$ cat src/rtl/vga_timing_ctrl_if.sv
// vga_if: pin bundle between the VGA timing controller and the board DAC.
interface vga_if;
    logic       VGA_CLK;
    logic       VGA_HS;
    logic       VGA_VS;
    logic       VGA_BLANK;
    logic       VGA_SYNC;
    logic [7:0] VGA_R;
    logic [7:0] VGA_G;
    logic [7:0] VGA_B;

    modport master (output VGA_CLK, VGA_HS, VGA_VS, VGA_BLANK, VGA_SYNC, VGA_R, VGA_G, VGA_B);
    modport slave  (input  VGA_CLK, VGA_HS, VGA_VS, VGA_BLANK, VGA_SYNC, VGA_R, VGA_G, VGA_B);
endinterface

$ cat src/rtl/vga_timing_ctrl.sv
// vga_timing_ctrl: VGA raster timing, sync/blank generation and pixel pull from a valid/ready stream.
// Optional macro VGA_TESTPATTERN_EN adds test_mode, which replaces the stream with 8 colour bars.
module vga_timing_ctrl #(
    parameter int HDISP  = 800,
    parameter int HFP    = 40,
    parameter int HPULSE = 128,
    parameter int HBP    = 88,
    parameter int VDISP  = 480,
    parameter int VFP    = 1,
    parameter int VPULSE = 3,
    parameter int VBP    = 21
) (
    input  logic        pixel_clk,
    input  logic        pixel_rst,
    input  logic        enable,
`ifdef VGA_TESTPATTERN_EN
    input  logic        test_mode,
`endif
    input  logic [23:0] pix_data,
    input  logic        pix_valid,
    output logic        pix_ready,
    output logic        frame_start,
    output logic        underflow,
    output logic [15:0] underflow_cnt,
    vga_if.master       vga_ifm
);
    localparam int HTOTAL = HDISP + HFP + HPULSE + HBP;
    localparam int VTOTAL = VDISP + VFP + VPULSE + VBP;
    localparam int HW     = $clog2(HTOTAL);
    localparam int VW     = $clog2(VTOTAL);

    localparam logic [HW-1:0] H_DISP   = HW'(HDISP);
    localparam logic [HW-1:0] H_SYNC_S = HW'(HDISP + HFP);
    localparam logic [HW-1:0] H_SYNC_E = HW'(HDISP + HFP + HPULSE);
    localparam logic [HW-1:0] H_LAST   = HW'(HTOTAL - 1);
    localparam logic [VW-1:0] V_DISP   = VW'(VDISP);
    localparam logic [VW-1:0] V_SYNC_S = VW'(VDISP + VFP);
    localparam logic [VW-1:0] V_SYNC_E = VW'(VDISP + VFP + VPULSE);
    localparam logic [VW-1:0] V_LAST   = VW'(VTOTAL - 1);

    typedef enum logic {IDLE, RUN} state_t;

    state_t        r_state;
    logic [HW-1:0] r_h;
    logic [VW-1:0] r_v;
    logic          r_hs;
    logic          r_vs;
    logic          r_blank;
    logic [23:0]   r_rgb;
    logic          r_frame_start;
    logic          r_underflow;
    logic [15:0]   r_underflow_cnt;

    logic          w_run;
    logic          w_active;
    logic          w_ready;
    logic          w_consume;
    logic          w_missing;
    logic          w_hs_pulse;
    logic          w_vs_pulse;
    logic [23:0]   w_rgb;

    assign w_run      = (r_state == RUN);
    assign w_active   = w_run && (r_h < H_DISP) && (r_v < V_DISP);
    assign w_hs_pulse = w_run && (r_h >= H_SYNC_S) && (r_h < H_SYNC_E);
    assign w_vs_pulse = w_run && (r_v >= V_SYNC_S) && (r_v < V_SYNC_E);
    assign w_consume  = w_ready && pix_valid;
    assign w_missing  = w_ready && !pix_valid;

`ifdef VGA_TESTPATTERN_EN
    // Bar index bits map directly to colour: R=~b[1], G=~b[2], B=~b[0] gives W,Y,C,G,M,R,B,K.
    localparam int BAR_W = HDISP / 8;
    logic [2:0] w_bar;
    assign w_bar   = 3'(r_h / HW'(BAR_W));
    assign w_ready = w_active && !test_mode;
    assign w_rgb   = (test_mode && w_active) ? {{8{~w_bar[1]}}, {8{~w_bar[2]}}, {8{~w_bar[0]}}}
                   : (w_consume ? pix_data : 24'h0);
`else
    assign w_ready = w_active;
    assign w_rgb   = w_consume ? pix_data : 24'h0;
`endif

    always_ff @(posedge pixel_clk) begin
        if (pixel_rst) begin
            r_state         <= IDLE;
            r_h             <= '0;
            r_v             <= '0;
            r_hs            <= 1'b1;
            r_vs            <= 1'b1;
            r_blank         <= 1'b0;
            r_rgb           <= 24'h0;
            r_frame_start   <= 1'b0;
            r_underflow     <= 1'b0;
            r_underflow_cnt <= 16'h0;
        end else begin
            // Pins lag the counters by one cycle, so every output is derived from the current h/v.
            r_hs          <= ~w_hs_pulse;
            r_vs          <= ~w_vs_pulse;
            r_blank       <= w_active;
            r_rgb         <= w_rgb;
            r_frame_start <= w_run && (r_h == '0) && (r_v == '0);
            if (w_missing) begin
                r_underflow <= 1'b1;
                if (r_underflow_cnt != 16'hFFFF) begin
                    r_underflow_cnt <= r_underflow_cnt + 16'd1;
                end
            end
            case (r_state)
                IDLE: begin
                    r_h <= '0;
                    r_v <= '0;
                    if (enable) begin
                        r_state <= RUN;
                    end
                end
                RUN: begin
                    if (r_h == H_LAST) begin
                        r_h <= '0;
                        if (r_v == V_LAST) begin
                            r_v <= '0;
                            // Stopping only on the frame boundary keeps the monitor from seeing a torn frame.
                            if (!enable) begin
                                r_state <= IDLE;
                            end
                        end else begin
                            r_v <= r_v + VW'(1);
                        end
                    end else begin
                        r_h <= r_h + HW'(1);
                    end
                end
                default: r_state <= IDLE;
            endcase
        end
    end

    assign pix_ready     = w_ready;
    assign frame_start   = r_frame_start;
    assign underflow     = r_underflow;
    assign underflow_cnt = r_underflow_cnt;

    assign vga_ifm.VGA_CLK   = ~pixel_clk;
    assign vga_ifm.VGA_HS    = r_hs;
    assign vga_ifm.VGA_VS    = r_vs;
    assign vga_ifm.VGA_BLANK = r_blank;
    assign vga_ifm.VGA_SYNC  = 1'b0;
    assign vga_ifm.VGA_R     = r_rgb[23:16];
    assign vga_ifm.VGA_G     = r_rgb[15:8];
    assign vga_ifm.VGA_B     = r_rgb[7:0];
endmodule
$ cat src/flat_wrapper.sv
// flat-port wrapper written by rule: the top's interface ports become plain ports
module vga_timing_ctrl_flat 
#(
    parameter int HDISP  = 800,
    parameter int HFP    = 40,
    parameter int HPULSE = 128,
    parameter int HBP    = 88,
    parameter int VDISP  = 480,
    parameter int VFP    = 1,
    parameter int VPULSE = 3,
    parameter int VBP    = 21
)
  (pixel_clk, pixel_rst, enable, pix_data, pix_valid, pix_ready, frame_start, underflow, underflow_cnt, vga_ifm_VGA_CLK, vga_ifm_VGA_HS, vga_ifm_VGA_VS, vga_ifm_VGA_BLANK, vga_ifm_VGA_SYNC, vga_ifm_VGA_R, vga_ifm_VGA_G, vga_ifm_VGA_B);
  vga_if vga_ifm_i ();
  input  logic pixel_clk;
  input  logic pixel_rst;
  input  logic enable;
  input  logic [23:0] pix_data;
  input  logic pix_valid;
  output logic pix_ready;
  output logic frame_start;
  output logic underflow;
  output logic [15:0] underflow_cnt;
  output wire logic [$bits(vga_ifm_i.VGA_CLK)-1:0] vga_ifm_VGA_CLK;
  output wire logic [$bits(vga_ifm_i.VGA_HS)-1:0] vga_ifm_VGA_HS;
  output wire logic [$bits(vga_ifm_i.VGA_VS)-1:0] vga_ifm_VGA_VS;
  output wire logic [$bits(vga_ifm_i.VGA_BLANK)-1:0] vga_ifm_VGA_BLANK;
  output wire logic [$bits(vga_ifm_i.VGA_SYNC)-1:0] vga_ifm_VGA_SYNC;
  output wire logic [$bits(vga_ifm_i.VGA_R)-1:0] vga_ifm_VGA_R;
  output wire logic [$bits(vga_ifm_i.VGA_G)-1:0] vga_ifm_VGA_G;
  output wire logic [$bits(vga_ifm_i.VGA_B)-1:0] vga_ifm_VGA_B;
  assign vga_ifm_VGA_CLK = vga_ifm_i.VGA_CLK;
  assign vga_ifm_VGA_HS = vga_ifm_i.VGA_HS;
  assign vga_ifm_VGA_VS = vga_ifm_i.VGA_VS;
  assign vga_ifm_VGA_BLANK = vga_ifm_i.VGA_BLANK;
  assign vga_ifm_VGA_SYNC = vga_ifm_i.VGA_SYNC;
  assign vga_ifm_VGA_R = vga_ifm_i.VGA_R;
  assign vga_ifm_VGA_G = vga_ifm_i.VGA_G;
  assign vga_ifm_VGA_B = vga_ifm_i.VGA_B;
  vga_timing_ctrl #(.HDISP(HDISP), .HFP(HFP), .HPULSE(HPULSE), .HBP(HBP), .VDISP(VDISP), .VFP(VFP), .VPULSE(VPULSE), .VBP(VBP)) u_core (.pixel_clk(pixel_clk), .pixel_rst(pixel_rst), .enable(enable), .pix_data(pix_data), .pix_valid(pix_valid), .pix_ready(pix_ready), .frame_start(frame_start), .underflow(underflow), .underflow_cnt(underflow_cnt), .vga_ifm(vga_ifm_i));
endmodule
$ cat config.mk
export PLATFORM = sky130hd
export DESIGN_NAME = vga_timing_ctrl_flat
export DESIGN_NICKNAME = d
export VERILOG_FILES = /design/src/rtl/vga_timing_ctrl_if.sv /design/src/rtl/vga_timing_ctrl.sv /design/src/flat_wrapper.sv
export SDC_FILE = /design/constraint.sdc
export NUM_CORES = 1
export LEC_CHECK = 0
export CELL_PAD_IN_SITES_DETAIL_PLACEMENT = 0
export CELL_PAD_IN_SITES_GLOBAL_PLACEMENT = 1
export CORE_MARGIN = 4
export CORE_UTILIZATION = 36
export DETAILED_ROUTE_END_ITERATION = 12
export PLACE_DENSITY_LB_ADDON = 0.1
export SYNTH_ARGS = -nofsm -noshare
export SYNTH_HDL_FRONTEND = slang
export SYNTH_SLANG_ARGS = --single-unit
$ cat constraint.sdc
create_clock -name pixel_clk -period 2.4 [get_ports pixel_clk]
set_clock_uncertainty 0.05 [all_clocks]
set_input_delay 0.48 -clock pixel_clk [delete_from_list [all_inputs] [get_ports pixel_clk]]
set_output_delay 0.48 -clock pixel_clk [all_outputs]
set_load 0.1 [all_outputs]
==> impl_metrics.csv, run 1 <==
group,metric,value,unit
status,status,"complete, no violations",
clocking,clock_latency,0.34,ns
cells_and_area,postLayoutCoreUtil,49.4,%
yosys,ys_ff_latch,66,
cells_and_area,instances_no_fill,492,
routing,wl_per_cell,13.3,microns
yosys,syn_area,2830,sq um
global_route,grt-ovfl-total,0,
worst_setup_path,critical_path_class,"clock port to primary output",
cells_and_area,antenna_cells,0,
floorplan,die-area,9340,sq um
sta,grt_setup_unrepaired,"no",
sta,hold_viol_final,0,
sta,setup_ws,0.0607,ns
floorplan,die_h,96.7,microns
sta,slew_headroom,39.6,%
routing,first_pass_iters,4,
clocking,clk_path_buf_depth,2,
floorplan,io_pins,76,
clocking,cts_tree,"done",
routing,wl,6.57,mm
yosys,seq_area_frac_synth,46.7,%
worst_setup_path,end_kind,"primary output",
routing,drc,0,
routing,ant_nets,0,
yosys,synth_top_area_share,46.7,%
placement,io_buffers,74,
worst_setup_path,regToRegSetupSlack,0.21,ns
clocking,htreeDepth,3,
hold_path,hold_end,"u_core.underflow",
global_route,grt_antenna_before_repair,0,
worst_setup_path,crit-reg2reg-capture,"u_core.r_v[8]",
worst_setup_path,crit_arrival,1.81,ns
yosys,synth_top_area_cell,"dfxtp_1",
pwr,power_leakage,1.41,nW
pwr,irDropWorstVdd,0.311,mV
routing,dr.first_iter.drc_count,73,
sta,setup_viol,0,
floorplan,die_x,96.7,microns
yosys,ys_types,51,
placement,pre_cts_slack,-0.469,ns
routing,vias,2475,
global_route,grt_pass1_wl,11.1,mm
yosys,async_flop_share,0,%
routing,drt-vias-per-instance,5.03,
cells_and_area,final_nets,419,
yosys,synth_cells,305,
clocking,clkTransAtPathRegs,0.07,ns
clocking,cts_buffers,9,
yosys,synth_nets,339,
clocking,ctsRootBufferMaster,"clkbuf_8",
worst_setup_path,cp-start-kind,"clock port",
sta,worst_slew_pin_slew,0.894,ns
pwr,p_per_area,661,nW/um^2
global_route,grt_usage,14.3,%
yosys,ys_warn_count,0,
cells_and_area,drive_above_1_share,23.6,%
worst_setup_path,r2r_cells,5,
placement,gp_congestion,0.769,
cells_and_area,final_common_cell,"dfxtp_1",
yosys,avgSynthCellArea,9.28,sq um
worst_setup_path,cp_max_fo,11,
cells_and_area,final_cell_mix,"55 x dfxtp_1, 53 x buf_4, 27 x clkdlybuf4s50_1",
run,maxCapViolCount,0,
cells_and_area,area_growth,34.2,%
floorplan,initial_utilization,36.8,%
global_route,grt_pass1_vias,2320,
yosys,synthTopCellsByArea,"dfxtp_1 47%, and2_1 5.5%, or4_1 3.7%",
hold_path,min_path_type,"flip-flop to flip-flop",
global_route,grt_max_degree,25,
placement,dp_cells,476,
worst_setup_path,reg2reg_from,"u_core.r_h[0]",
hold_path,min_from,"u_core.underflow",
worst_setup_path,crit_required,1.87,ns
cells_and_area,fill_cells,758,
placement,place_hpwl,4.84,mm
floorplan,num_rows,32,
yosys,synth_edf_count,0,
sta,slew_viol_final,0,
hold_path,holdPathStages,2,
floorplan,core_area,7690,sq um
yosys,ys.flop_type,"dfxtp_1",
## layout make-up
type                    count  area, sq um  share of cell area (%)
clock buffers              10          135                    3.56
clock inverters             8         72.6                    1.91
inverters                  15         56.3                    1.48
multi-input cells         210         1380                    36.4
flip-flops and latches     66         1340                    35.2
well taps                 102          128                    3.36
repair buffers             81          688                    18.1
## state kept, by name (all words and copies together) (netlist names)
register	flops
u_core.r_v	9
u_core.underflow	1
u_core.frame_start	1
u_core.vga_ifm.VGA_VS	1
u_core.r_h	11
u_core.r_state	1
u_core.r_rgb	24
u_core.vga_ifm.VGA_HS	1
u_core.underflow_cnt	16
u_core.vga_ifm.VGA_BLANK	1
## power by group
part / switching (mW) / leakage [nW] / internal, mW
Combinational: 0.196 / 0.776 / 0.0906
Sequential: 0.0101 / 0.540 / 1.11
Clock: 0.588 / 0.0963 / 0.509
Total: 0.794 / 1.41 / 1.71
## critical path, cell delays in order
cell and delay, ns:
clkbuf_8 0.15, clkbuf_8 0.17, inv_1 0.07, buf_6 0.22
## routing by layer
layer | track usage [%] | wire length [microns] | up-vias
li1 | - | - | 1252
met1 | 17.7 | 2960 | 1168
met2 | 23.0 | 3230 | 46
met3 | 4.25 | 284 | 9
met4 | 6.05 | 85 | 0
met5 | 0 | 0 | -
## cell usage after synthesis, types with 6 or more instances
master   number
dfxtp_1      66
and2_1       25
nor2_1       25
a21oi_1      18
inv_1        16
nand2_1      14
nand3_1      14
or4_1        14
o31ai_1      11
nand4_1       9
nor3_1        8
o21ai_0       8
xnor2_1       7
ha_1          6
or3_1         6
## how the worst max path moves through the flow
stage / cells past startpoint / slack (ns) / from / endpoint
floorplan: 5 / 0.02 / u_core.underflow_cnt[3] / u_core.underflow_cnt[11]
global placement: 2 / -0.47 / pixel_clk / vga_ifm_VGA_CLK
detailed placement: 2 / -0.47 / pixel_clk / vga_ifm_VGA_CLK
CTS: 4 / 0.04 / pixel_clk / vga_ifm_VGA_CLK
global route: 4 / 0.03 / pixel_clk / vga_ifm_VGA_CLK
finish: 4 / 0.06 / pixel_clk / vga_ifm_VGA_CLK
## what timing repair did
item / 4_1_cts / 5_1_grt
setup endpoints to repair: 1 / 0
hold buffers: 0 / 0
setup buffers: 0 / 0
gates resized for setup: 7 / 0
## cells by family after synthesis
kind of cell	share of synthesized area, %
xor gates and xnor gates	3.09
AOI/OAI and AO/OA	11.6
and+or+nand+nor	29.8
buffers and inverters	4.47
adders and majority gates	2.65
muxes	1.55
DFF	46.7
other	0.132
## metrics by stage
stage / total power, mW / instance area [sq um] / TNS [ns] / hold slack, ns
after floorplan: 1.48 / 2840 / 0 / 0.392
after global placement: 1.61 / 3600 / -0.469 / 0.399
after detailed placement: 1.61 / 3600 / -0.469 / 0.398
after CTS: 2.54 / 3800 / 0 / 0.409
after global routing: 2.61 / 3800 / 0 / 0.432
final: 2.51 / 3800 / 0 / 0.406
(Power assumes the default switching activity.)
==> run 2, diff against run 1 <==
- ABC_AREA: not set -> 1
- CORE_UTILIZATION: 36 -> 35
==> impl_metrics.csv, run 2 <==
group,metric,value,unit
clocking,cts_tree,"done",
clocking,post-cts-setup-buffers,0,
worst_setup_path,crit_chain,"clkbuf_8 > clkbuf_8 > inv_1 > buf_6",
yosys,synthTopCellsByArea,"dfxtp_1 43%, nand2_1 11%, inv_1 8.8%",
global_route,grt_usage,15.3,%
pwr,power_leakage,1.82,nW
yosys,avgSynthCellArea,7.09,sq um
yosys,synth_top_area_cell,"dfxtp_1",
cells_and_area,antenna_cells,0,
cells_and_area,top_register,"u_core.r_rgb",
global_route,grt_pass1_wl,12.6,mm
global_route,grt_antenna_before_repair,0,
hold_path,min_path_type,"flip-flop to flip-flop",
worst_setup_path,critical-path-top-delay-family,"buffers and inverters",
yosys,ys_ff_latch,66,
floorplan,die_h,102,microns
status,status,"complete, no violations",
cells_and_area,drive_above_1_share,16.2,%
yosys,syn_area,3070,sq um
yosys,synth_cells,433,
placement,place_hpwl,5.63,mm
cells_and_area,final_nets,546,
sta,setup_viol,0,
worst_setup_path,crit_arrival,1.81,ns
floorplan,num_rows,33,
placement,gp_congestion,0.882,
sta,grt_setup_unrepaired,"no",
worst_setup_path,cp_slowest_cell,"buf_6",
clocking,cts_buffers,9,
routing,drc,0,
pwr,irDropWorstVdd,0.938,mV
placement,io_buffers,74,
worst_setup_path,crit_required,1.87,ns
floorplan,die-area,10300,sq um
clocking,clkTransAtPathRegs,0.07,ns
cells_and_area,area_growth,32.8,%
worst_setup_path,end_kind,"primary output",
routing,drt-vias-per-instance,4.70,
yosys,synth_top_area_share,43.0,%
yosys,async_flop_share,0,%
yosys,ys_warn_count,0,
routing,wl_per_cell,12.2,microns
worst_setup_path,crit_top_cell,"clkbuf_8",
cells_and_area,final_cell_mix,"90 x nand2_1, 72 x inv_1, 67 x nor2_1",
yosys,synth_nets,467,
routing,wl,7.57,mm
routing,ant_nets,0,
worst_setup_path,critical_path_class,"clock port to primary output",
routing,vias,2921,
cells_and_area,largest_reg_flops,24,
clocking,clk_path_buf_depth,2,
floorplan,io_pins,76,
global_route,grt_max_degree,25,
yosys,synthTopCellsByCount,"90 x nand2_1, 72 x inv_1, 67 x nor2_1",
cells_and_area,final_common_cell,"nand2_1",
placement,dp_cells,606,
worst_setup_path,cp_num_buf_inv,4,
yosys,seq_area_frac_synth,43.0,%
yosys,synth_most_common_cell,"nand2_1",
run,maxCapViolCount,0,
global_route,grt_pass1_vias,2689,
pwr,total_power,2.97,mW
clocking,clock_latency,0.33,ns
yosys,ys.flop_type,"dfxtp_1",
routing,first_pass_iters,4,
cells_and_area,instances_no_fill,622,
global_route,grt-ovfl-total,0,
sta,hold_viol_final,0,
floorplan,initial_utilization,36.6,%
clocking,htreeDepth,3,
yosys,synth_edf_count,0,
floorplan,core_area,8380,sq um
clocking,ctsRootBufferMaster,"clkbuf_8",
worst_setup_path,cp_max_fo,11,
sta,slew_viol_final,0,
pwr,p_per_area,730,nW/um^2
routing,dr.first_iter.drc_count,123,
worst_setup_path,critPathMaxStageDelay,0.22,ns
worst_setup_path,cp-start-kind,"clock port",
floorplan,die_x,102,microns
yosys,ys_types,30,
## run 2: area by class of cell
class                      count  area [sq um]
tap                          105           131
inverter                      71           267
fill                         854          4310
clock inverter                 8           144
sequential                    66          1320
timing repair buffer          77           658
clock buffer                  10           135
multi-input combinational    285          1420
## run 2: worst register-to-register path, delay by kind of cell, from the launching register on
kind	cells	cell delay, ns
flops	1	0.40
fa+ha+maj	1	0.28
simple gates	5	0.98
compound gates	1	0.14
## run 2: through the flow
stage	hold WS (ns)	setup WS, ns	util, %	TNS [ns]	cell area [sq um]
after floorplan	0.380	0.00221	-	0	3070
after global placement	0.396	-0.469	45.5	-0.469	3810
after detailed placement	0.409	-0.469	45.5	-0.469	3810
after CTS	0.428	0.0456	48.6	0	4080
after global routing	0.441	0.0206	48.6	0	4080
final	0.420	0.0639	48.6	0	4080
## run 2: worst paths after layout
path	start	end	slack, ns	cells after the start
max	pixel_clk	vga_ifm_VGA_CLK	0.06	4
min	u_core.r_h[0]	u_core.r_h[0]	0.42	1
max reg2reg	u_core.underflow_cnt[0]	u_core.underflow_cnt[1]	0.48	7
min reg2reg	u_core.r_h[0]	u_core.r_h[0]	0.42	1
## run 2: logic make-up after synthesis
group / synth area share, %
XOR/XNOR: 1.43
AO/OA/AOI/OAI: 7.66
other: 0.122
buffers and inverters: 10.7
flip-flops: 43.0
AND/OR/NAND/NOR: 34.6
adder cells (fa/ha/maj): 2.45
## run 2: timing repair
item | CTS | global route
endpoints found under the setup margin | 1 | 0
hold buffers | 0 | 0
resized for setup | 7 | 0
## run 2: per-layer routing
layer	track usage, %	wire (microns)	vias to the layer above
li1	-	-	1525
met4	6.24	159	0
met1	20.7	3620	1291
met3	5.99	650	13
met5	0	0	-
met2	21.7	3140	92
## run 2: report_power, final
part	internal [mW]	switching (mW)
sequential	1.13	0.0155
clock	0.829	0.578
combinational	0.114	0.312
total	2.07	0.905
